===== config.mk =====
export PLATFORM = sky130hd
export DESIGN_NAME = imem_arbiter
export DESIGN_NICKNAME = d
export VERILOG_FILES = /design/src/rtl/imem_arbiter.sv
export SDC_FILE = /design/constraint.sdc
export NUM_CORES = 1
export LEC_CHECK = 0
export CAP_MARGIN = 40
export CELL_PAD_IN_SITES_DETAIL_PLACEMENT = 0
export CELL_PAD_IN_SITES_GLOBAL_PLACEMENT = 1
export CORE_MARGIN = 5
export CORE_UTILIZATION = 18
export DETAILED_ROUTE_END_ITERATION = 7
export HOLD_SLACK_MARGIN = 0.12
export PLACE_DENSITY = 0.88
export SLEW_MARGIN = 20
export SYNTH_ARGS = -nofsm -noshare
export SYNTH_HDL_FRONTEND = slang
export SYNTH_SLANG_ARGS = --single-unit

===== constraint.sdc =====
create_clock -name clk_in -period 2.5 [get_ports clk_in]
set_clock_uncertainty 0.15 [all_clocks]
set_input_delay 0.5 -clock clk_in [delete_from_list [all_inputs] [get_ports clk_in]]
set_output_delay 0.5 -clock clk_in [all_outputs]
set_load 0.05 [all_outputs]

===== src/rtl/imem_arbiter.sv =====
// imem_arbiter: arbitrates fetch reads and loader writes onto a single-port instruction memory.
// Optional feature: define IMEM_ARB_WRCOUNT_EN to build the saturating loader write counter on wr_count.
module imem_arbiter #(
    parameter int PC_WIDTH     = 16,
    parameter int INSTR_WIDTH  = 32,
    parameter int MAX_LOAD_RUN = 4
) (
    input  logic                   clk_in,
    input  logic                   RST,
    input  logic                   f_req,
    input  logic [PC_WIDTH-1:0]    f_addr,
    output logic                   f_gnt,
    output logic                   f_valid,
    output logic [INSTR_WIDTH-1:0] f_data,
    input  logic                   l_req,
    input  logic [PC_WIDTH-1:0]    l_addr,
    input  logic [INSTR_WIDTH-1:0] l_data,
    output logic                   l_gnt,
    output logic [PC_WIDTH-1:0]    m_addr,
    output logic                   m_we,
    output logic [INSTR_WIDTH-1:0] m_din,
    input  logic [INSTR_WIDTH-1:0] m_dout,
    output logic                   hold,
    output logic [15:0]            wr_count
);

    typedef enum logic [1:0] {
        IDLE  = 2'd0,
        FETCH = 2'd1,
        LOAD  = 2'd2
    } state_t;

    localparam logic [3:0] RUN_LIMIT = 4'(MAX_LOAD_RUN);

    state_t                state_r;
    state_t                state_next_s;
    logic [3:0]            load_run_r;
    logic [3:0]            load_run_next_s;
    logic [PC_WIDTH-1:0]   m_addr_r;
    logic                  f_gnt_s;
    logic                  l_gnt_s;

    // Grant selection, next state and memory-port steering; reset masks every grant
    always_comb begin
        f_gnt_s      = 1'b0;
        l_gnt_s      = 1'b0;
        state_next_s = IDLE;
        m_addr       = m_addr_r;
        m_we         = 1'b0;
        m_din        = '0;
        if (!RST) begin
            state_next_s = IDLE;
        end else if (l_req && !(f_req && (load_run_r == RUN_LIMIT))) begin
            l_gnt_s      = 1'b1;
            state_next_s = LOAD;
            m_addr       = l_addr;
            m_we         = 1'b1;
            m_din        = l_data;
        end else if (f_req) begin
            f_gnt_s      = 1'b1;
            state_next_s = FETCH;
            m_addr       = f_addr;
        end else begin
            state_next_s = IDLE;
        end
    end

    // Count loader grants that starve a waiting fetch; any fetch grant or idle fetch side clears it
    always_comb begin
        load_run_next_s = load_run_r;
        if (!RST || f_gnt_s || !f_req) begin
            load_run_next_s = 4'd0;
        end else if (l_gnt_s && (load_run_r < RUN_LIMIT)) begin
            load_run_next_s = load_run_r + 4'd1;
        end else begin
            load_run_next_s = load_run_r;
        end
    end

    // State, run counter and held memory address
    always_ff @(posedge clk_in) begin
        if (!RST) begin
            state_r    <= IDLE;
            load_run_r <= 4'd0;
            m_addr_r   <= '0;
        end else begin
            state_r    <= state_next_s;
            load_run_r <= load_run_next_s;
            m_addr_r   <= m_addr;
        end
    end

    // Read data arrives one cycle after a fetch grant, which is exactly the FETCH state
    assign f_valid = (state_r == FETCH);
    assign f_data  = f_valid ? m_dout : '0;
    assign f_gnt   = f_gnt_s;
    assign l_gnt   = l_gnt_s;
    assign hold    = RST & f_req & ~f_gnt_s;

`ifdef IMEM_ARB_WRCOUNT_EN
    logic [15:0] wr_count_r;

    // Saturating count of accepted loader writes
    always_ff @(posedge clk_in) begin
        if (!RST) begin
            wr_count_r <= 16'd0;
        end else if (l_gnt_s && (wr_count_r != 16'hFFFF)) begin
            wr_count_r <= wr_count_r + 16'd1;
        end else begin
            wr_count_r <= wr_count_r;
        end
    end

    assign wr_count = wr_count_r;
`else
    assign wr_count = 16'd0;
`endif

endmodule


==> metrics.txt <==
RSZ-0062 raised after global routing false; Multi-input gate area 1350 µm²; Root Driver clkbuf_8; total track usage ~13%; top post-synthesis cells by area dfxtp_1 23%, and2_1 21%, nand2b_1 10%, mux2i_1 8.2%, buf_4 7.7%; Distinct cells, synth 28; initial antenna violation count 0; P per Cell Area 335 nW/µm²; remaining antenna violation count 0; gr ovfl total 0; vias in the first global route around 2500; Rel. slew slack a little under three fifths; CTS sink cnt 22; total die area roughly 13000 µm²; max-slew violations 0; status finished clean; part of the power in registers 23.8%; Final Cycle Share 95.5%; H-tree levels 1; setup ws final 0.112 ns; combinational share of power ~55%; Worst-Skew Late Latency between 0.2 and 0.3 ns; net switching power 0.593 mW; largest net degree at the start of global routing 35; area delta synth->final 146%; final hold violations 0; EDFF count, synth 0; Synth top area share 22.6%; fin nets 536; Seq cells post-synth 22; Initial Util 18.2%; prevailing post-synth register cell dfxtp_1; num rows 38; Int Pwr 1.01 mW; total number of vias approximately 2400; CTS Buf Count 3; Die Y approximately 110 µm; Synth area leader dfxtp_1; CTS Buffer Depth 2; Die X 114 µm; first-pass GRT wire length 13500 µm; CP max stage cell dlygate4sd2_1; hold slack ~0.38 ns; startpoint types primary input; Leakage between 1.5 and 2 nW; synth warn 0; crit path time final roughly 2.4 ns; Req. time, crit path 1.85 ns; drt via density 4.10; CP max FO 7; share of cells above drive strength 1 between 20 and 30%; area of the mapped netlist roughly 1900 µm²; DR iter-0 viols 85; worst vdd ir 0.000184 V; post-synthesis cell count about 250; endpoints failing setup 0; Top Family by Delay on Critical Path buffers and inverters; Residual DRC 0; synthesized area per cell 7.88 µm²; Slew @ Worst Pin 0.642 ns; Critical Path Sink Type primary output; Post-CTS Hold Buffers 0; register area share after synthesis about 23%; Net Sw Frac approximately 37%; crit-path cells dlygate4sd2_1 -> nand4b_1 -> nand3_4 -> buf_6 -> o221a_1 -> buf_6; drt wl/cell between 15 and 20 µm; setup_tns 0 ns; clock-pin slew of the registers on the worst-case setup and hold paths ~0.090 ns; achievable frequency 419 MHz; flip-flop and latch area ~440 µm²; Max Cap Violations 0; crit-path max cell delay around 0.30 ns; worst slack, placed -0.300 ns; Final HPWL DP ~7600 µm; Core Area 10700 µm²; Ports about 200; CTS tree yes; CP bufs+invs 3; IO Port Bufs 184; gp weighted congestion approximately 0.77; critical path arrival 1.74 ns; Antenna Diode Count 0; final WL 9030 µm; drt first pass iters 4; Hold WC Path Type reg -> reg; Total Power around 1.6 mW; Filler cells a little over 1000; Async S/R FF share, synth 0%; Clock Power Share about a fifth; critical path class in -> out; Most Frequent Cell on Critical Path buf_6
-- registers in the layout, summed over array words and instances (netlist names) --
name	cells
m_addr_r	16
load_run_r	4
state_r	2
-- timing repair --
item,4_1_cts,5_1_grt
gates resized for setup,18,18
setup endpoints to repair,52,48
pin swaps,2,4
buffers inserted,1,3
-- kinds of logic after synthesis --
logic type	share of synthesized area [%]
simple gates	34.7
compound gates	19.1
buf+inv	13.4
flops	22.6
mux	8.23
fa+ha+maj	1.29
other cells	0.193
xor+xnor	0.450
-- cell usage in the layout (no fill, tap or decap), types with 2 or more instances in the layout --
cell type	netlist	layout
clkdlybuf4s50_1	0	96
buf_12	0	71
and2_1	64	64
nand2b_1	32	32
dfxtp_1	22	20
a21oi_1	18	18
mux2i_1	16	16
conb_1	1	16
buf_4	20	16
o21ai_0	15	15
buf_6	2	14
o221a_1	9	9
o221a_2	7	5
inv_1	7	5
nor2_1	4	4
nand2_1	3	3
clkbuf_8	0	3
inv_2	1	2
o221a_4	0	2
o21ai_1	2	2
dlygate4sd2_1	0	2
dfxtp_2	0	2
buf_8	0	2
-- stage by stage --
| stage | area, µm² | instances | utilization [%] |
|---|---|---|---|
| after global routing | 4790 | 573 | 44.7 |
| after floorplan | 2000 | 262 | - |
| after CTS | 4690 | 570 | 43.8 |
| final | 4790 | 573 | 44.7 |
| after detailed placement | 4560 | 565 | 42.6 |
| after global placement | 4560 | 565 | 42.6 |
-- worst reg2reg max path, cell delays in order (launching register included) --
cell	delay, ns
dfxtp_2	0.34
inv_2	0.07
ha_4	0.13
nand4b_1	0.16
buf_4	0.19
buf_4	0.12
nand2_1	0.47
a21oi_1	0.16
-- cell usage after synthesis (2+ instances only) --
master,count
and2_1,64
nand2b_1,32
dfxtp_1,22
buf_4,20
a21oi_1,18
mux2i_1,16
o21ai_0,15
o221a_1,9
buf_2,7
inv_1,7
o221a_2,7
clkbuf_1,6
nor2_1,4
nand2_1,3
buf_6,2
ha_1,2
o21ai_1,2
-- power groups by stage --
stage / Sequential [mW] / Combinational [mW] / Clock, mW
after global routing: 0.384 / 0.928 / 0.364
final: 0.381 / 0.886 / 0.335
after CTS: 0.381 / 0.868 / 0.352
after detailed placement: 0.389 / 0.853 / 0
after floorplan: 0.387 / 0.461 / 0
after global placement: 0.389 / 0.845 / 0
-- final timing paths --
check,startpoint,to,slack [ns],cells after the start
worst max register to register,load_run_r[1],m_addr_r[14],0.57,7
worst min register to register,load_run_r[3],load_run_r[3],0.38,2
worst max-delay path,f_req,m_addr[9],0.11,6
worst min-delay path,load_run_r[3],load_run_r[3],0.38,2
-- routing by layer --
| metal | part of all wire (%) | global-route usage [%] | routed length (µm) |
|---|---|---|---|
| met4 | 0.50 | 1.19 | 45 |
| met5 | 0 | 0 | 0 |
| met1 | 37 | 14.5 | 3320 |
| met3 | 5.2 | 2.23 | 466 |
| met2 | 58 | 25.4 | 5200 |
-- final cells by class --
class	count	share of cell area, %
Sequential cell	22	9.25
Clock inverter	1	0.627
Clock buffer	3	0.863
Multi-Input combinational cell	197	28.1
Timing Repair Buffer	202	56.7
Inverter	8	0.784
Tap cell	140	3.66
No activity file was read; power rests on OpenSTA's default activity.
